<file path="config.mk">
export PLATFORM = sky130hd
export DESIGN_NAME = dmem_access_ctrl
export DESIGN_NICKNAME = d
export VERILOG_FILES = /design/src/rtl/dmem_access_ctrl.sv
export SDC_FILE = /design/constraint.sdc
export NUM_CORES = 1
export LEC_CHECK = 0
export CAP_MARGIN = 20
export CORE_MARGIN = 5
export CORE_UTILIZATION = 25
export DETAILED_ROUTE_END_ITERATION = 8
export PLACE_DENSITY = 0.73
export SLEW_MARGIN = 30
export SYNTH_ARGS = -nofsm -noshare
export SYNTH_HDL_FRONTEND = slang
export SYNTH_SLANG_ARGS = --single-unit
export TNS_END_PERCENT = 5
</file>
<file path="constraint.sdc">
create_clock -name clk -period 5.5 [get_ports clk]
set_input_delay 1.1 -clock clk [delete_from_list [all_inputs] [get_ports clk]]
set_output_delay 1.1 -clock clk [all_outputs]
set_load 0.02 [all_outputs]
</file>
<file path="src/rtl/dmem_access_ctrl.sv">
// Data-memory access controller: arbitrates the single-port D-SRAM between the
// core load/store path and the aux word port, formats stores and loads, traps bad core accesses.
module dmem_access_ctrl #(
  parameter int ADDR_W   = 10,
  parameter int MAX_WAIT = 4
) (
  input  logic              clk,
  input  logic              resetn,
  input  logic              core_req_i,
  input  logic              core_we_i,
  input  logic [31:0]       core_addr_i,
  input  logic [31:0]       core_wdata_i,
  input  logic [2:0]        core_type_i,
  output logic              core_gnt_o,
  output logic              core_rvalid_o,
  output logic [31:0]       core_rdata_o,
  output logic              core_err_o,
  input  logic              aux_req_i,
  input  logic              aux_we_i,
  input  logic [31:0]       aux_addr_i,
  input  logic [31:0]       aux_wdata_i,
  output logic              aux_gnt_o,
  output logic              aux_rvalid_o,
  output logic [31:0]       aux_rdata_o,
  output logic              sram_cen_o,
  output logic              sram_wen_o,
  output logic [3:0]        sram_bwen_o,
  output logic [ADDR_W-1:0] sram_addr_o,
  output logic [31:0]       sram_wdata_o,
  input  logic [31:0]       sram_rdata_i
);

  localparam logic [2:0] T_B  = 3'b000;
  localparam logic [2:0] T_H  = 3'b001;
  localparam logic [2:0] T_W  = 3'b010;
  localparam logic [2:0] T_BU = 3'b100;
  localparam logic [2:0] T_HU = 3'b101;
  localparam logic [3:0] WAIT_MAX = 4'(MAX_WAIT);

  // Extract and extend the addressed byte/half of a raw SRAM word.
  function automatic logic [31:0] load_format(input logic [2:0] typ, input logic [1:0] off,
                                              input logic [31:0] word);
    logic [7:0]  b;
    logic [15:0] h;
    logic [31:0] r;
    b = word[{off, 3'b000} +: 8];
    h = off[1] ? word[31:16] : word[15:0];
    case (typ)
      T_B:     r = {{24{b[7]}}, b};
      T_BU:    r = {24'h000000, b};
      T_H:     r = {{16{h[15]}}, h};
      T_HU:    r = {16'h0000, h};
      default: r = word;
    endcase
    return r;
  endfunction

  logic [3:0] starve_r;
  logic       aux_gnt_s;
  logic       core_gnt_s;
  logic       core_bad_s;
  logic       rsp_valid_r;
  logic       rsp_port_r;
  logic       rsp_load_r;
  logic [2:0] rsp_type_r;
  logic [1:0] rsp_off_r;
  logic       rsp_err_r;
  logic       unused_s;

  assign unused_s = ^{core_addr_i[31:ADDR_W+2], aux_addr_i[31:ADDR_W+2], aux_addr_i[1:0]};

  // Core access legality: alignment per size, reserved type encodings.
  always_comb begin
    core_bad_s = 1'b0;
    case (core_type_i)
      T_B, T_BU: core_bad_s = 1'b0;
      T_H, T_HU: core_bad_s = core_addr_i[0];
      T_W:       core_bad_s = (core_addr_i[1:0] != 2'b00);
      default:   core_bad_s = 1'b1;
    endcase
  end

  // Arbitration: core first unless aux has waited MAX_WAIT cycles.
  always_comb begin
    aux_gnt_s  = 1'b0;
    core_gnt_s = 1'b0;
    if (resetn && aux_req_i && ((starve_r == WAIT_MAX) || !core_req_i)) begin
      aux_gnt_s = 1'b1;
    end else if (resetn && core_req_i) begin
      core_gnt_s = 1'b1;
    end else begin
      aux_gnt_s  = 1'b0;
      core_gnt_s = 1'b0;
    end
  end

  assign core_gnt_o = core_gnt_s;
  assign aux_gnt_o  = aux_gnt_s;

  // SRAM strobes and store formatting for the granted access; trapped core accesses stay idle.
  always_comb begin
    sram_cen_o   = 1'b1;
    sram_wen_o   = 1'b1;
    sram_bwen_o  = 4'b1111;
    sram_addr_o  = {ADDR_W{1'b0}};
    sram_wdata_o = 32'h0000_0000;
    if (aux_gnt_s) begin
      sram_cen_o   = 1'b0;
      sram_wen_o   = ~aux_we_i;
      sram_bwen_o  = aux_we_i ? 4'b0000 : 4'b1111;
      sram_addr_o  = aux_addr_i[ADDR_W+1:2];
      sram_wdata_o = aux_we_i ? aux_wdata_i : 32'h0000_0000;
    end else if (core_gnt_s && !core_bad_s) begin
      sram_cen_o  = 1'b0;
      sram_wen_o  = ~core_we_i;
      sram_addr_o = core_addr_i[ADDR_W+1:2];
      if (core_we_i) begin
        case (core_type_i[1:0])
          2'b00: begin
            sram_wdata_o = {4{core_wdata_i[7:0]}};
            sram_bwen_o  = ~(4'b0001 << core_addr_i[1:0]);
          end
          2'b01: begin
            sram_wdata_o = {2{core_wdata_i[15:0]}};
            sram_bwen_o  = ~(4'b0011 << core_addr_i[1:0]);
          end
          default: begin
            sram_wdata_o = core_wdata_i;
            sram_bwen_o  = 4'b0000;
          end
        endcase
      end else begin
        sram_wdata_o = 32'h0000_0000;
        sram_bwen_o  = 4'b1111;
      end
    end else begin
      sram_cen_o   = 1'b1;
      sram_wen_o   = 1'b1;
      sram_bwen_o  = 4'b1111;
      sram_addr_o  = {ADDR_W{1'b0}};
      sram_wdata_o = 32'h0000_0000;
    end
  end

  // Aux starvation counter, saturating at MAX_WAIT.
  always_ff @(posedge clk or negedge resetn) begin
    if (!resetn) begin
      starve_r <= 4'd0;
    end else if (!aux_req_i || aux_gnt_s) begin
      starve_r <= 4'd0;
    end else if (starve_r != WAIT_MAX) begin
      starve_r <= starve_r + 4'd1;
    end else begin
      starve_r <= starve_r;
    end
  end

  // Response register: remembers who was granted and how to format the returning word.
  always_ff @(posedge clk or negedge resetn) begin
    if (!resetn) begin
      rsp_valid_r <= 1'b0;
      rsp_port_r  <= 1'b0;
      rsp_load_r  <= 1'b0;
      rsp_type_r  <= 3'b000;
      rsp_off_r   <= 2'b00;
      rsp_err_r   <= 1'b0;
    end else begin
      rsp_valid_r <= aux_gnt_s | core_gnt_s;
      rsp_port_r  <= aux_gnt_s;
      rsp_load_r  <= aux_gnt_s ? ~aux_we_i : ~core_we_i;
      rsp_type_r  <= aux_gnt_s ? T_W : core_type_i;
      rsp_off_r   <= aux_gnt_s ? 2'b00 : core_addr_i[1:0];
      rsp_err_r   <= core_gnt_s & core_bad_s;
    end
  end

  assign core_rvalid_o = rsp_valid_r & ~rsp_port_r & rsp_load_r & ~rsp_err_r;
  assign core_err_o    = rsp_valid_r & ~rsp_port_r & rsp_err_r;
  assign aux_rvalid_o  = rsp_valid_r & rsp_port_r & rsp_load_r;
  assign core_rdata_o  = core_rvalid_o ? load_format(rsp_type_r, rsp_off_r, sram_rdata_i) : 32'h0000_0000;
  assign aux_rdata_o   = aux_rvalid_o ? sram_rdata_i : 32'h0000_0000;

endmodule
</file>
## Yosys cells after proc, flatten, opt, wreduce, memory -nomap -nowiden

Cells that the tools add are included.

| word-level totals | value |
|---|---|
| flip-flop bits (word level) | 13 |
| output and inout bits | 117 |
| logic and storage cells | 80 |

| cells by class | value |
|---|---|
| add/subtract/negate cells | 1 |
| equal/unequal tests | 10 |
| shifts and indexed selects | 3 |
| multiplexer cells | 29 |
| bitwise gates (word level) | 14 |
| reduce and logical (&&, ||, !) cells | 16 |

Operator list:

| cell | number |
|---|---|
| 32-bit 2-to-1 mux | 6 |
| 32-bit case mux with 4 select lines | 1 |
| 32-bit case mux with 2 select lines | 1 |
| 32-bit by 6-bit variable part select with 8-bit output | 1 |
| 4-bit 2-to-1 mux | 6 |
| 10-bit 2-to-1 mux | 2 |
| 16-bit 2-to-1 mux | 1 |
| 3-bit == test, second input constant | 4 |
| 1-bit 2-to-1 mux | 8 |
| 4-bit NOT | 2 |
| 4-bit case mux with 2 select lines | 1 |
| 1-bit bitwise AND | 7 |
| 3-bit by 1-bit == test with 1-bit output, second input constant | 2 |
| 3-bit zero test | 2 |
| 4-bit by 1-bit adder with 4-bit output, second input constant | 1 |
| 4-bit by 3-bit == test with 1-bit output, second input constant | 1 |
| 1-bit logical AND | 4 |
| 4-bit by 3-bit inequality test with 1-bit output, second input constant | 1 |
| 1-bit NOT | 4 |
| 2-bit nonzero test | 2 |
| 2-bit OR reduction | 2 |
| 1-bit by 2-bit left shift with 4-bit output, first input constant | 1 |
| 2-bit by 2-bit left shift with 4-bit output, first input constant | 1 |
| 3-bit by 2-bit == test with 1-bit output, second input constant | 1 |
| 8 further kinds | 11 |

## Depth between registers and ports, before layout

| depth | value |
|---|---|
| depth in word-level cells | 7 |
| depth in mapped cells | 8 |

## Least setup slack after synthesis

No wires, ideal clock.

| timing path | value |
|---|---|
| kind | input-to-output |
| from | input core_addr_i[0] |
| to | output sram_wdata_o[11] |
| data arrival time | 2.407 ns |
| data required time | 4.400 ns |
| path slack | 1.993 ns |
| stages | 8 |
| path buffers | 2 |
| cells stage by stage | inv_1 ha_1 nor3b_4 o21ai_2 or2_1 buf_6 buf_12 o22ai_2 |

| between the ends | value |
|---|---|
| cells in the longest elaborated chain, start to end | 6 |

RTL lines:

| what | line | RTL |
|---|---|---|
| start: declaration | 11 | `input logic [31:0] core_addr_i,` |
| 2-bit nonzero test | 78 | `T_W: core_bad_s = (core_addr_i[1:0] != 2'b00);` |
| 1-bit case mux with 3 select lines * | 75 | `case (core_type_i)` |
| 1-bit zero test * | 113 | `end else if (core_gnt_s && !core_bad_s) begin` |
| 1-bit logical AND * | 113 |  |
| 32-bit 2-to-1 mux * | 113 |  |
| 32-bit 2-to-1 mux * | 107 | `if (aux_gnt_s) begin` |
| end: declaration | 29 | `output logic [31:0] sram_wdata_o,` |

Mark *: on every way between the ends. The rest lies on a longest branch, timed or not.

## Worst setup path after layout

| timing path | value |
|---|---|
| from | input core_addr_i[0] |
| to | output sram_wdata_o[23] |

Same word-level chain as after synthesis.

==> metrics.md <==
| Metric | Value |
|---|---|
| Status | `complete, no violations` |
| Starting Density | `25.7%` |
| Cell Area, Synth | `2650 µm²` |
| Synthesis-stage register bit count | `13` |
| Tot Pwr | `560 µW` |
| Post-CTS setup buffer count | `0` |
| Period minus WS final | `5050 ps` |
| First-pass GRT wire length | `19500 µm` |
| Mean Syn Cell Area | `7.45 µm²` |
| YS warnings | `0` |
| Worst hold path type | `reg -> reg` |
| Worst r2r src | `starve_r[0]$_DFFE_PN0P_` |
| Row count | `37` |
| DRC viols | `0` |
| Distinct cells, synth | `44` |
| Syn_nets | `531` |
| Setup tns final | `0 ps` |
| Fin. Hold Viols | `0` |
| Final Skew | `0.880 ps` |
| Synth Flop Type | `dfrtp_1` |
| # clock sinks | `13` |
| FFs w/ async S/R, synth | `100%` |
| Die height | `113 µm` |
| Final WL | `12800 µm` |
| TritonCTS buffer count | `3` |
| Core ar. | `10300 µm²` |
| Nets | `754` |
| Crit path DAT | `3950 ps` |
| CTS tree | `done` |
| Gp weighted congestion | `0.884` |
| CP Data Required Time | `4400 ps` |
| Final setup viols | `0` |
| PwrDens | `109 nW/µm²` |
| Worst slew pin tran | `935 ps` |
| Die Area | `12800 µm²` |
| Register area share after synthesis | `12.3%` |
| Layout Area Growth over Synthesis | `94.0%` |
| Via count | `3561` |
| Period utilization | `91.8%` |
| Most common cell after layout, fill and taps aside | `clkdlybuf4s50_1` |
| Vias in the first global route | `3672` |
| Area post-placement | `5100 µm²` |
| CP Capture Point | `sram_wdata_o[23]` |
| Final instance area | `5140 µm²` |
| Max Cap Viol | `0` |
| Most frequent cells in the layout | `clkdlybuf4s50_1, a21oi_1, nand2_1` |
| CP Max Fanout | `13` |
| DRT Pass-1 Iters | `4` |
| Clk_lat worst skew | `240 ps` |
| Initial antenna violation count | `0` |
| Mean routed wirelength per cell | `17.9 µm` |
| Pins Over Slew Limit | `0` |
| H-tree depth | `1` |
| Vias per inst | `4.99` |
| Placed cell count | `710` |
| Post-Layout Cell Count | `714` |
| Reg2Reg Capture Point | `rsp_off_r[0]$_DFF_PN0_` |
| Final ANT Viol Nets | `0` |
| PortBufs | `243` |
| Number of synthesized flops with an enable pin | `0` |
| RSZ-0062 raised after global routing | `no` |
| Total Routing Usage GR | `18.9%` |
| Layout cells sized above 1 | `9.00%` |
| Diodes inserted | `0` |
| P_leak | `1.93 nW` |
| Clock Tree Root | `clkbuf_8` |
| CP Launch Point | `core_addr_i[0]` |
| Max Clock Freq | `198 MHz` |
| Cts repair resizes | `0` |
| DP Wirelength | `10700 µm` |
| FF-to-FF setup slack | `3580 ps` |
| Reg2Reg Depth | `6` |
| Largest net degree at the start of global routing | `48` |
| Post-Route Utilization | `49.8%` |
| Longest Clk Path Bufs | `2` |
| Die width | `113 µm` |
| IO Count | `286` |
| CP Launch Type | `input port` |
| Total global routing overflow | `0` |
| FILL cells | `1014` |
| VDD IR-drop max | `0.0468 mV` |
| Clock transition at path regs | `50 ps` |
| 1st-iter DRT viols | `317` |
| WS Path Type | `in -> out` |
| Hold buffers post-CTS | `0` |
| Slew HR | `37.7%` |
| Critical Path End Type | `primary output` |
| Post-synthesis instance total | `356` |
-- synth_stat cells, types with 3 or more instances --
master / count / area, µm²
a21oi_1: 49 / 245
a22o_1: 10 / 87.6
a32o_1: 8 / 80.1
and2_1: 34 / 213
buf_2: 11 / 55.1
buf_6: 5 / 56.3
clkbuf_1: 13 / 48.8
dfrtp_1: 13 / 325
ha_1: 6 / 75.1
inv_1: 9 / 33.8
mux2_2: 13 / 146
mux2i_1: 26 / 260
nand2_1: 45 / 169
nand2b_1: 4 / 25.0
nand3b_1: 3 / 22.5
nor2_1: 29 / 109
nor3_1: 8 / 40.0
o21a_1: 3 / 22.5
o21ai_0: 9 / 45.0
o22ai_1: 10 / 62.6
o22ai_2: 20 / 250
-- state kept, by name, summed over array words and instances, names as in the netlist --
| register | count |
|---|---|
| rsp_load_r | 1 |
| rsp_off_r | 2 |
| starve_r | 4 |
| rsp_port_r | 1 |
| rsp_valid_r | 1 |
| rsp_type_r | 3 |
| rsp_err_r | 1 |
-- worst min-delay path by stage --
| stage | end | cells after the start | start |
|---|---|---|---|
| 2_1_floorplan | starve_r[3]$_DFFE_PN0P_ | 2 | starve_r[3]$_DFFE_PN0P_ |
| 3_3_place_gp | starve_r[3]$_DFFE_PN0P_ | 2 | starve_r[3]$_DFFE_PN0P_ |
| 3_5_place_dp | starve_r[3]$_DFFE_PN0P_ | 2 | starve_r[3]$_DFFE_PN0P_ |
| 4_1_cts | starve_r[3]$_DFFE_PN0P_ | 2 | starve_r[3]$_DFFE_PN0P_ |
| 5_1_grt | starve_r[3]$_DFFE_PN0P_ | 2 | starve_r[3]$_DFFE_PN0P_ |
| 6_report | starve_r[3]$_DFFE_PN0P_ | 2 | starve_r[3]$_DFFE_PN0P_ |
-- final cells by class --
type / instances / area (µm²) / share of cell area (%)
repair buffers: 249 / 2480 / 48.2
multi-input cells: 301 / 2080 / 40.5
flip-flops and latches: 13 / 325 / 6.32
well taps: 136 / 170 / 3.31
clock buffers: 4 / 45.0 / 0.876
inverters: 11 / 41.3 / 0.803
-- worst max-delay path, cell delays in order --
cell and delay (ps):
clkdlybuf4s50_1 590, inv_1 120, ha_1 230, nor3b_4 160, o21ai_2 200, or2_1 480, buf_4 350, o22ai_2 120
clkdlybuf4s50_1 570
-- cell families (layout without fill, tap and decap cells) --
group,after synthesis,count (layout),share of synthesized area [%]
xor gates and xnor gates,2,2,0.661
and+or+nand+nor,136,136,26.1
adders and majority gates,6,6,2.83
AOI/OAI and AO/OA,116,116,32.4
buffers and inverters,42,264,9.11
muxes,41,41,16.6
DFF,13,13,12.3
-- report_power, final --
group | switching [mW] | total (mW) | internal (mW)
clock network | 0.0323 | 0.0834 | 0.0511
registers | 0.0149 | 0.118 | 0.103
logic | 0.167 | 0.359 | 0.192
-- per-layer routing --
| metal | GRT usage, % | up-vias | wire [µm] |
|---|---|---|---|
| met2 | 35.0 | 221 | 6360 |
| met3 | 5.13 | 19 | 1410 |
| met4 | 5.69 | 0 | 311 |
| li1 | - | 1723 | - |
| met5 | 0 | - | 0 |
| met1 | 20.8 | 1598 | 4690 |
-- per-stage QoR --
step                      setup slack, ps  hold WS [ps]
after global placement                481           540
after detailed placement              470           582
final                                 451           588
after CTS                             456           594
after floorplan                      1990           507
after global routing                  301           638
Power figures use the tool's default switching activity.
